### src/rtl/i281_seq_shift_unit_if.sv
// i281_seq_shift_unit_if
//   Handshake and data bundle for the sequential shift unit.
//   master: requester (drives Start and the operand fields, receives status/result)
//   slave : the shift unit itself
//   Signals:
//     Start     request, sampled by the unit only while idle
//     LRSelect  0 = shift toward MSB, 1 = shift toward LSB
//     Amount    number of single-bit shifts (0 .. 2^CNT_W-1)
//     FillBit   value shifted into the vacated end
//     DataIn    operand
//     Busy      operation in progress (SHIFT or DONE)
//     Done      one-cycle result-valid pulse
//     DataOut   working/result register
//     CarryOut  last bit shifted out
//     ZeroFlag  DataOut == 0
interface i281_seq_shift_unit_if #(
   parameter int WIDTH = 8,
   parameter int CNT_W = 3
);
   logic             Start;
   logic             LRSelect;
   logic [CNT_W-1:0] Amount;
   logic             FillBit;
   logic [WIDTH-1:0] DataIn;
   logic             Busy;
   logic             Done;
   logic [WIDTH-1:0] DataOut;
   logic             CarryOut;
   logic             ZeroFlag;

   modport master (
      output Start, LRSelect, Amount, FillBit, DataIn,
      input  Busy, Done, DataOut, CarryOut, ZeroFlag
   );

   modport slave (
      input  Start, LRSelect, Amount, FillBit, DataIn,
      output Busy, Done, DataOut, CarryOut, ZeroFlag
   );
endinterface

### src/rtl/i281_seq_shift_unit.sv
// i281_seq_shift_unit
//   Multi-cycle shift unit: loads an operand on Start and shifts it one bit
//   per clock, left or right, for Amount positions, filling from a latched
//   fill bit. The last bit shifted out is kept as CarryOut; Done pulses for
//   one cycle when the result in DataOut is final.
//   Ports:
//     Clock    system clock, rising edge
//     Reset_n  synchronous active-low reset (abandons any operation)
//     bus      slave side of i281_seq_shift_unit_if (Start/operands in,
//              Busy/Done/DataOut/CarryOut/ZeroFlag out)
module i281_seq_shift_unit #(
   parameter int WIDTH = 8,
   parameter int CNT_W = 3
) (
   input  logic                  Clock,
   input  logic                  Reset_n,
   i281_seq_shift_unit_if.slave  bus
);

   typedef enum logic [1:0] {
      IDLE  = 2'd0,
      SHIFT = 2'd1,
      DONE  = 2'd2
   } state_t;

   state_t           state_q, state_d;
   logic [CNT_W-1:0] count_q;
   logic             dir_q;
   logic             fill_q;
   logic [WIDTH-1:0] data_q;
   logic             carry_q;

   // Next-state logic; the counter is checked before its decrement so SHIFT
   // is left on the last shift and the counter never wraps.
   always_comb begin
      state_d = state_q;
      case (state_q)
         IDLE: begin
            if (bus.Start) begin
               state_d = (bus.Amount != '0) ? SHIFT : DONE;
            end
         end
         SHIFT: begin
            if (count_q == CNT_W'(1)) begin
               state_d = DONE;
            end
         end
         DONE:    state_d = IDLE;
         default: state_d = IDLE;
      endcase
   end

   always_ff @(posedge Clock) begin
      if (!Reset_n) begin
         state_q <= IDLE;
         count_q <= '0;
         data_q  <= '0;
         carry_q <= 1'b0;
      end else begin
         state_q <= state_d;
         case (state_q)
            IDLE: begin
               if (bus.Start) begin
                  data_q  <= bus.DataIn;
                  carry_q <= 1'b0;
                  count_q <= bus.Amount;
                  dir_q   <= bus.LRSelect;
                  fill_q  <= bus.FillBit;
               end
            end
            SHIFT: begin
               if (!dir_q) begin
                  carry_q <= data_q[WIDTH-1];
                  data_q  <= {data_q[WIDTH-2:0], fill_q};
               end else begin
                  carry_q <= data_q[0];
                  data_q  <= {fill_q, data_q[WIDTH-1:1]};
               end
               count_q <= count_q - CNT_W'(1);
            end
            default: begin
            end
         endcase
      end
   end

   assign bus.Busy     = (state_q != IDLE);
   assign bus.Done     = (state_q == DONE);
   assign bus.DataOut  = data_q;
   assign bus.CarryOut = carry_q;
   assign bus.ZeroFlag = (data_q == '0);

endmodule
### src/flat_wrapper.sv
// flat-port wrapper written by rule: the top's interface ports become plain ports
module i281_seq_shift_unit_flat 
#(
   parameter int WIDTH = 8,
   parameter int CNT_W = 3
)
  (Clock, Reset_n, bus_Start, bus_LRSelect, bus_Amount, bus_FillBit, bus_DataIn, bus_Busy, bus_Done, bus_DataOut, bus_CarryOut, bus_ZeroFlag);
  i281_seq_shift_unit_if #(.WIDTH(WIDTH), .CNT_W(CNT_W)) bus_i ();
  input  logic Clock;
  input  logic Reset_n;
  input wire logic [$bits(bus_i.Start)-1:0] bus_Start;
  input wire logic [$bits(bus_i.LRSelect)-1:0] bus_LRSelect;
  input wire logic [$bits(bus_i.Amount)-1:0] bus_Amount;
  input wire logic [$bits(bus_i.FillBit)-1:0] bus_FillBit;
  input wire logic [$bits(bus_i.DataIn)-1:0] bus_DataIn;
  output wire logic [$bits(bus_i.Busy)-1:0] bus_Busy;
  output wire logic [$bits(bus_i.Done)-1:0] bus_Done;
  output wire logic [$bits(bus_i.DataOut)-1:0] bus_DataOut;
  output wire logic [$bits(bus_i.CarryOut)-1:0] bus_CarryOut;
  output wire logic [$bits(bus_i.ZeroFlag)-1:0] bus_ZeroFlag;
  assign bus_i.Start = bus_Start;
  assign bus_i.LRSelect = bus_LRSelect;
  assign bus_i.Amount = bus_Amount;
  assign bus_i.FillBit = bus_FillBit;
  assign bus_i.DataIn = bus_DataIn;
  assign bus_Busy = bus_i.Busy;
  assign bus_Done = bus_i.Done;
  assign bus_DataOut = bus_i.DataOut;
  assign bus_CarryOut = bus_i.CarryOut;
  assign bus_ZeroFlag = bus_i.ZeroFlag;
  i281_seq_shift_unit #(.WIDTH(WIDTH), .CNT_W(CNT_W)) u_core (.Clock(Clock), .Reset_n(Reset_n), .bus(bus_i));
endmodule
### config.mk
export PLATFORM = sky130hd
export DESIGN_NAME = i281_seq_shift_unit_flat
export DESIGN_NICKNAME = d
export VERILOG_FILES = /design/src/rtl/i281_seq_shift_unit_if.sv /design/src/rtl/i281_seq_shift_unit.sv /design/src/flat_wrapper.sv
export SDC_FILE = /design/constraint.sdc
export NUM_CORES = 1
export LEC_CHECK = 0
export BUFFER_PORTS_ARGS = -buffer_cell sky130_fd_sc_hd__buf_2
export CORE_MARGIN = 2
export CORE_UTILIZATION = 51
export CTS_BUF_LIST = sky130_fd_sc_hd__clkbuf_8
export CTS_CLUSTER_SIZE = 24
export DETAILED_ROUTE_END_ITERATION = 6
export PLACE_DENSITY = 0.8
export SYNTH_ARGS = -nofsm -noshare
export SYNTH_HDL_FRONTEND = slang
export SYNTH_SLANG_ARGS = --single-unit
export TNS_END_PERCENT = 1
### constraint.sdc
create_clock -name Clock -period 1.51 [get_ports Clock]
set_clock_uncertainty 0.1 [all_clocks]
set_input_delay 0.302 -clock Clock [delete_from_list [all_inputs] [get_ports Clock]]
set_output_delay 0.302 -clock Clock [all_outputs]
set_load 0.05 [all_outputs]
# After elaboration in Yosys (flattened, before gate mapping)
# Cells that the tools add are included.
[totals] regBits=16 latchBits=0 ramBits=0 mem_bits_ro=0 inputBits=16 out_inout_bits=12 n_memories=0
[op_classes] addsub=1 multipliers=0 n_div=0 n_lt_le_gt_ge=0 n_eq_ne=5 n_shift=0 muxes=12 n_bitwise=0 n_reduce_logical=8
[op_table] op="$mux 8" count=2
[op_table] op="$pmux 8 s2" count=1
[op_table] op="$logic_not 8->1" count=1
[op_table] op="$mux 2" count=3
[op_table] op="$pmux 3 s2" count=1
[op_table] op="$pmux 2 s2" count=1
[op_table] op="$reduce_and 2->1" count=2
[op_table] op="$reduce_bool 2->1" count=2
[op_table] op="$eq 3x1->1 const B" count=1
[op_table] op="$mux 3" count=1
[op_table] op="$reduce_and 3->1" count=1
[op_table] op="$reduce_bool 3->1" count=1
[op_table] op="$sub 3x1->3 const B" count=1
[op_table] op="$eq 2x1->1 const B" count=1
[op_table] op="$eq 2x2->1 const B" count=1
[op_table] op="$logic_not 2->1" count=1
[op_table] op="$mux 1" count=2
[op_table] op="$ne 2x1->1 const B" count=1
[op_table] op="$ne 2x2->1 const B" count=1
[op_table] op="$pmux 1 s2" count=1

# Logic depth before layout (Yosys ltp)
# Gate-level depths: netlist of run 1.
[logic_depth] ltp_word=4 mapped_depth=5 mapped_depth_nobuf=5

# Worst setup path after synthesis of run 1
# Ideal clock, no wire load.
[synth_path] path_kind="register -> output" startpoint="register u_core.data_q[1] (netlist: u_core.bus.DataOut[1])" endpoint="output bus_ZeroFlag" arrival_ns=1.722 required_time_ns=1.108 slack_ns=-0.614 path_stages_with_launch=3 path_buffers=0 cell_sequence="dfxtp_1 -> or4_1 -> nor2_1"
[synth_between] elab_chain_cells=1
[synth_rtl] item="from (decl)" line_no="i281_seq_shift_unit.sv:30" source="logic [WIDTH-1:0] data_q;"
[synth_rtl] item="from (signal assigned)" line_no="i281_seq_shift_unit.sv:64" source="data_q <= bus.DataIn;"
[synth_rtl] item="from (signal assigned)" line_no="i281_seq_shift_unit.sv:74" source="data_q <= {data_q[WIDTH-2:0], fill_q};"
[synth_rtl] item="from (signal assigned)" line_no="i281_seq_shift_unit.sv:77" source="data_q <= {fill_q, data_q[WIDTH-1:1]};"
[synth_rtl] item="$logic_not 8->1" line_no="i281_seq_shift_unit.sv:91" source="assign bus.ZeroFlag = (data_q == '0);"
[synth_rtl] item="to (decl)" line_no="flat_wrapper.sv:20" source="output wire logic [$bits(bus_i.ZeroFlag)-1:0] bus_ZeroFlag;"
# Every way passes these cells.

# Worst setup path in the final report of run 1
[layout_path] startpoint="register u_core.data_q[3] (netlist: u_core.bus.DataOut[3])" endpoint="output bus_ZeroFlag"
# Same word-level chain as after synthesis.

==> key figures, run 1 <==
Status
  • Status: complete, but fails checks
  • Failing checks: negative setup slack

Clock tree
  • Clock-pin slew on the worst setup and hold paths: 0.07 ns
  • Clock sinks: 16
  • CTS tree: yes
  • Maximum root-to-sink buffer count: 2
  • Post-CTS Setup Inserts: 0
  • Clk Latency, worst-skew pair: 0.25 ns
  • Root Driver: clkbuf_8
  • Hold_buf cts: 0
  • Total CTS buffers: 3
  • H-tree depth: 1

Synth
  • Synth top cells by count: dfxtp_1 (14), nor2_1 (13), o21ai_0 (9)
  • Synth top area share: 31.7%
  • Post-synthesis register bit count: 16
  • Sequential area share after synthesis: 38.5%
  • Top cells by area, synth: dfxtp_1 (32%), mux2_4 (12%), a221oi_1 (6.9%), edfxtp_1 (6.8%), nor2_1 (5.5%)
  • Cell taking the most area after synthesis: dfxtp_1
  • Synth Warn #: 0
  • Mapped Area: 885 sq um
  • EDFF count, synth: 2
  • Post-Syn Instances: 90
  • Syn avg cell area: 9.83 sq um
  • Ys async rst share: 0%
  • Post-synth net total: 108
  • Post-synth cell types: 32
  • Post-synth top flop: dfxtp_1
  • Cell with the most instances after synthesis: dfxtp_1

Place
  • Post-DP HPWL: 1620 um
  • Routability cong.: 0.781
  • DP Area: 1130 sq um
  • I/O Buffers: 27
  • Placement Setup Slack: -0.115 ns

STA
  • Setup Viol. Count Final: 1
  • Slew @ Worst Pin: 0.464 ns
  • Worst setup slack after layout: -0.281 ns
  • Max Freq: 558 MHz
  • WHS: 0.118 ns
  • RSZ-0062 raised after global routing: true
  • Final Max Tran Viols: 0
  • Worst slew margin: 69.0%
  • Hold Violations, Final: 0
  • Final Cycle Share: 119%
  • Crit path time final: 1.79 ns

Worst setup path
  • Crit path max fanout: 2
  • Reg2reg setup slack: 0.07 ns
  • Kind of critical path: reg -> out
  • Arr. time, crit path: 1.39 ns
  • Worst EP required: 1.11 ns
  • Startpoint Class: flip-flop
  • Crit path capture type: primary output

Floorplanning
  • Starting Density: 53.0%
  • Die area: 2080 sq um
  • Placement row count: 15
  • Num ports: 28
  • Core Box Area: 1670 sq um
  • Die extent in y: 45.6 um
  • Chip width: 45.6 um

Routing
  • Antenna Violating Nets Remaining: 0
  • Drt via density: 5.81
  • Drt wl/cell: 15.0 um
  • Vias: 843
  • Final wirelength: 2180 um
  • DR pass1 iterations: 4
  • Initial drt markers: 18
  • DR DRC count: 0

Global route
  • Global route overflow: 0
  • Largest net degree at the start of global routing: 15
  • First-pass GRT wire length: 3390 um
  • Tot GR Track Use: 23.6%
  • Initial antenna violation count: 0
  • Via count of the first global-routing pass: 738

Pwr
  • Worst VDD drop: 0.659 mV
  • Power per Cell Area: 1190 nW/um^2
  • Pleak: 0.560 nW

Final layout
  • Layout Cell Area excl Fill: 1200 sq um
  • Final #Nets: 147
  • Area delta synth->final: 36.2%
  • # diodes: 0
  • Fin util: 72.1%
  • Share of cells above drive strength 1: 54.7%

Hold path
  • Hold crit path type: in -> reg

Run
  • Maxcap violations: 0
==> final timing paths <==
check	start	end	depth (start not counted)
worst max-delay path	u_core.bus.DataOut[3]$_SDFFE_PN0P_	bus_ZeroFlag	3
worst min-delay path	bus_FillBit	u_core.fill_q$_DFFE_PP_	1
worst max register to register	u_core.dir_q$_DFFE_PP_	u_core.bus.DataOut[0]$_SDFFE_PN0P_	4
worst min register to register	u_core.bus.CarryOut$_SDFFE_PN0P_	u_core.bus.CarryOut$_SDFFE_PN0P_	2
==> cells by family (layout without fill, tap and decap cells) <==
| family | count (synthesis) | after routing | share of synthesized area (%) |
|---|---|---|---|
| AOI/OAI and AO/OA | 28 | 28 | 24.0 |
| muxes | 9 | 9 | 14.4 |
| and+or+nand+nor | 26 | 26 | 14.6 |
| buffers and inverters | 9 | 47 | 5.66 |
| adders and majority gates | 2 | 2 | 2.83 |
| DFF | 16 | 16 | 38.5 |
==> cell type report <==
class	instances	area (sq um)
Clock buffer	4	55.1
Fill cell	132	465
Inverter	4	15.0
Multi-Input combinational cell	65	518
Sequential cell	16	359
Tap cell	17	21.3
Timing Repair Buffer	39	236
==> routing by layer <==
| metal | vias up | global-route usage [%] | share of wire [%] |
|---|---|---|---|
| li1 | 415 | - | - |
| met1 | 392 | 29.8 | 43 |
| met2 | 31 | 37.7 | 50 |
| met3 | 5 | 4.76 | 4.6 |
| met4 | 0 | 12.4 | 2.2 |
| met5 | - | 0 | 0 |
==> power breakdown <==
| group | internal [mW] | switching (mW) |
|---|---|---|
| Clock | 0.232 | 0.159 |
| Combinational | 0.216 | 0.309 |
| Sequential | 0.482 | 0.0340 |
| Total | 0.930 | 0.502 |
==> state kept, by name (all words and copies together) (netlist names) <==
signal	count
u_core.fill_q	1
u_core.bus.CarryOut	1
u_core.dir_q	1
u_core.bus.DataOut	8
u_core.state_q	2
u_core.count_q	3
==> worst max-delay path: stages, from the launching register on <==
cell and delay [ns]:
dfxtp_2 0.32, or4_4 0.54, nor2_4 0.12, buf_6 0.16
==> layout by cell type (no fill, tap or decap), types with 3 or more instances in the layout <==
master    instances
a221oi_1          6
nor2b_1           5
inv_1             3
buf_2            24
dfxtp_1           5
nor2_1           11
dfxtp_4           3
clkbuf_8          4
buf_4            14
dfxtp_2           6
o21ai_0           9
mux2_4            7
==> stage by stage <==
step,power [mW],cells,setup TNS (ns)
3_3_place_gp,1.01,141,-0.104
5_1_grt,1.49,145,-0.306
2_1_floorplan,0.885,90,-0.170
3_5_place_dp,1.03,141,-0.115
4_1_cts,1.43,145,-0.288
6_report,1.43,145,-0.281
==> what timing repair did <==
action	in CTS	in global routing
gates resized for setup	5	3
pin swaps	2	1
endpoints found under the setup margin	3	5
Power figures use the tool's default switching activity.
==> run 2: changes to the inputs <==
REMOVE_ABC_BUFFERS = 1   (was unset)
==> run 2 against run 1 <==
- the flow still finishes with violations (negative setup slack)
- hold slack gained 0.00061 ns
- count of clock-buffer cells in the layout did not move
- total power is 0.22% lower
- critical endpoint unchanged
- clock power decreased by 1%
- die area stayed put
- setup slack better by 0.0063 ns
- non-clock buffer count did not move
- final area is 0.83% lower
- routed wire length is 6.1% higher
- sequential share of layout area shrank 1.1 points
- largest cell class unchanged
- first-iteration DRC count fell by 11%
- fmax up 0.35%
==> key figures, run 2 (synthesis gave the netlist of run 1 again) <==
Status
  • Status: complete, but fails checks
  • Failing checks: negative setup slack

Final layout
  • Final #Nets: 147 (unchanged)
  • Most common cell after layout, fill and taps aside: buf_2
  • Max FFs per register: 8 (unchanged)
  • Fillers: 121 (-8.3%)
  • # diodes: 0 (unchanged)
  • Area delta synth->final: 35.1%
  • Multi-input gate area: 524 sq um (+1.2%)
  • Sequential Area: 343 sq um (-4.5%)
  • Most frequent cells in the layout: buf_2 (24), buf_4 (14), dfxtp_1 (12)
  • Share of cells above drive strength 1: 50.0% (-4.7 points)

Place
  • Routability cong.: 0.819 (+5.0%)
  • Post-DP HPWL: 1670 um (+3.0%)
  • I/O Buffers: 27 (unchanged)

Routing
  • Vias: 859 (+1.9%)
  • Drt via density: 5.92 (+1.9%)
  • Drt wl/cell: 16.0 um (+6.1%)
  • Wl on met1: 974 um (+3.6%)
  • DR DRC count: 0 (unchanged)
  • Metal2 WL: 1200 um (+10%)
  • DR pass1 iterations: 4 (unchanged)
  • Initial drt markers: 16 (-2)
  • Top sig layer: met4
  • Final wirelength: 2320 um (+6.1%)
  • Antenna Violating Nets Remaining: 0 (unchanged)
  • Met3 routed WL: 122 um (+21%)

Pwr
  • Power per Cell Area: 1200 nW/um^2 (+0.61%)
  • Worst VDD drop: 0.850 mV (+29%)
  • Pleak: 0.558 nW (-0.36%)

Clock tree
  • CTS tree: yes
  • Clock sinks: 16 (unchanged)
  • Clock-pin slew on the worst setup and hold paths: 0.06 ns (about the same)
  • H-tree depth: 1 (unchanged)
  • Maximum root-to-sink buffer count: 2 (unchanged)
  • Root Driver: clkbuf_8
  • Total CTS buffers: 3 (unchanged)
  • Clk Latency, worst-skew pair: 0.25 ns (about the same)

Global route
  • Via count of the first global-routing pass: 772 (+4.6%)
  • Global route overflow: 0 (unchanged)
  • Initial antenna violation count: 0 (unchanged)
  • Largest net degree at the start of global routing: 13 (-2)
  • Tot GR Track Use: 24.1% (+0.49 points)
  • First-pass GRT wire length: 3480 um (+2.7%)

Worst setup path
  • CP cell instances: or4_4 -> nor2_4 -> buf_6
  • Crit path capture type: primary output
  • Kind of critical path: reg -> out
  • Slowest stage delay, CP: 0.54 ns (about the same)
  • Arr. time, crit path: 1.38 ns (about the same)
  • Startpoint Class: flip-flop
  • Slowest cell on crit path: or4_4
  • Crit path max fanout: 2 (unchanged)
  • Worst EP required: 1.11 ns (about the same)

STA
  • WHS: 0.118 ns (+0.000608 ns)
  • Crit path time final: 1.78 ns (-0.00625 ns)
  • RSZ-0062 raised after global routing: true
  • Max Freq: 560 MHz (+0.35%)
  • Setup Viol. Count Final: 1 (unchanged)
  • Worst slew margin: 66.4% (-2.7 points)
  • Final Max Tran Viols: 0 (unchanged)
  • Final Cycle Share: 118% (-0.41 points)
  • Slew @ Worst Pin: 0.504 ns (+0.0403 ns)
  • Hold Violations, Final: 0 (unchanged)
  • Setup_tns: -0.275 ns (+0.00625 ns)
  • Worst setup slack after layout: -0.275 ns (+0.00625 ns)

Floorplanning
  • Die extent in y: 45.6 um (unchanged)
  • Chip width: 45.6 um (unchanged)
  • Die area: 2080 sq um (unchanged)
  • Core Box Area: 1670 sq um (unchanged)
  • Num ports: 28 (unchanged)
  • Placement row count: 15 (unchanged)
  • Starting Density: 53.0% (unchanged)

Run
  • Maxcap violations: 0 (unchanged)

Hold path
  • Hold crit path type: in -> reg
## run 2: cell type report
class | count | area share [%]
Timing Repair Buffer | 39 | 19.8
Inverter | 4 | 1.26
Clock buffer | 4 | 4.61
Tap cell | 17 | 1.78
Multi-Input combinational cell | 65 | 43.9
Sequential cell | 16 | 28.7
## run 2: worst paths after layout
kind,start,to,slack [ns],cells after the start
worst min-delay path,bus_LRSelect,u_core.dir_q$_DFFE_PP_,0.12,1
worst max register to register,u_core.dir_q$_DFFE_PP_,u_core.bus.DataOut[3]$_SDFFE_PN0P_,0.05,4
worst min register to register,u_core.count_q[1]$_SDFFE_PN0P_,u_core.count_q[1]$_SDFFE_PN0P_,0.45,2
worst max-delay path,u_core.bus.DataOut[2]$_SDFFE_PN0P_,bus_ZeroFlag,-0.27,3
## run 2: critical path, delay by kind of cell, from the launching register on
family	cells	cell delay, ns
and+or+nand+nor	2	0.66
DFF	1	0.31
buffers and inverters	1	0.16
## run 2: routing by layer
layer  up-vias  global-route usage, %
met5         -                      0
met4         0                   8.82
met3         3                   5.95
met2        38                   41.4
met1       405                   28.8
li1        413                      -
## run 2: power by group
group | internal, mW | total [mW] | switching [mW] | leakage (nW)
combinational | 0.215 | 0.524 | 0.309 | 0.394
clock | 0.232 | 0.387 | 0.155 | 0.0288
sequential | 0.478 | 0.517 | 0.0387 | 0.135
total | 0.925 | 1.43 | 0.503 | 0.558
## run 2: metrics by stage
step	setup WS (ns)	area, sq um	power, mW	cells	utilization, %
5_1_grt	-0.304	1190	1.49	145	71.5
3_5_place_dp	-0.0692	1100	1.01	141	65.6
6_report	-0.275	1190	1.43	145	71.5
3_3_place_gp	-0.0576	1100	0.989	141	65.6
2_1_floorplan	-0.614	850	0.843	85	-
4_1_cts	-0.274	1160	1.40	145	69.6
## run 2: timing repair
action                                  CTS  global route
endpoints found under the setup margin    3             5
resized for setup                         5             9
pin swaps                                 2             1
hold buffers                              0             0
setup buffers                             0             0
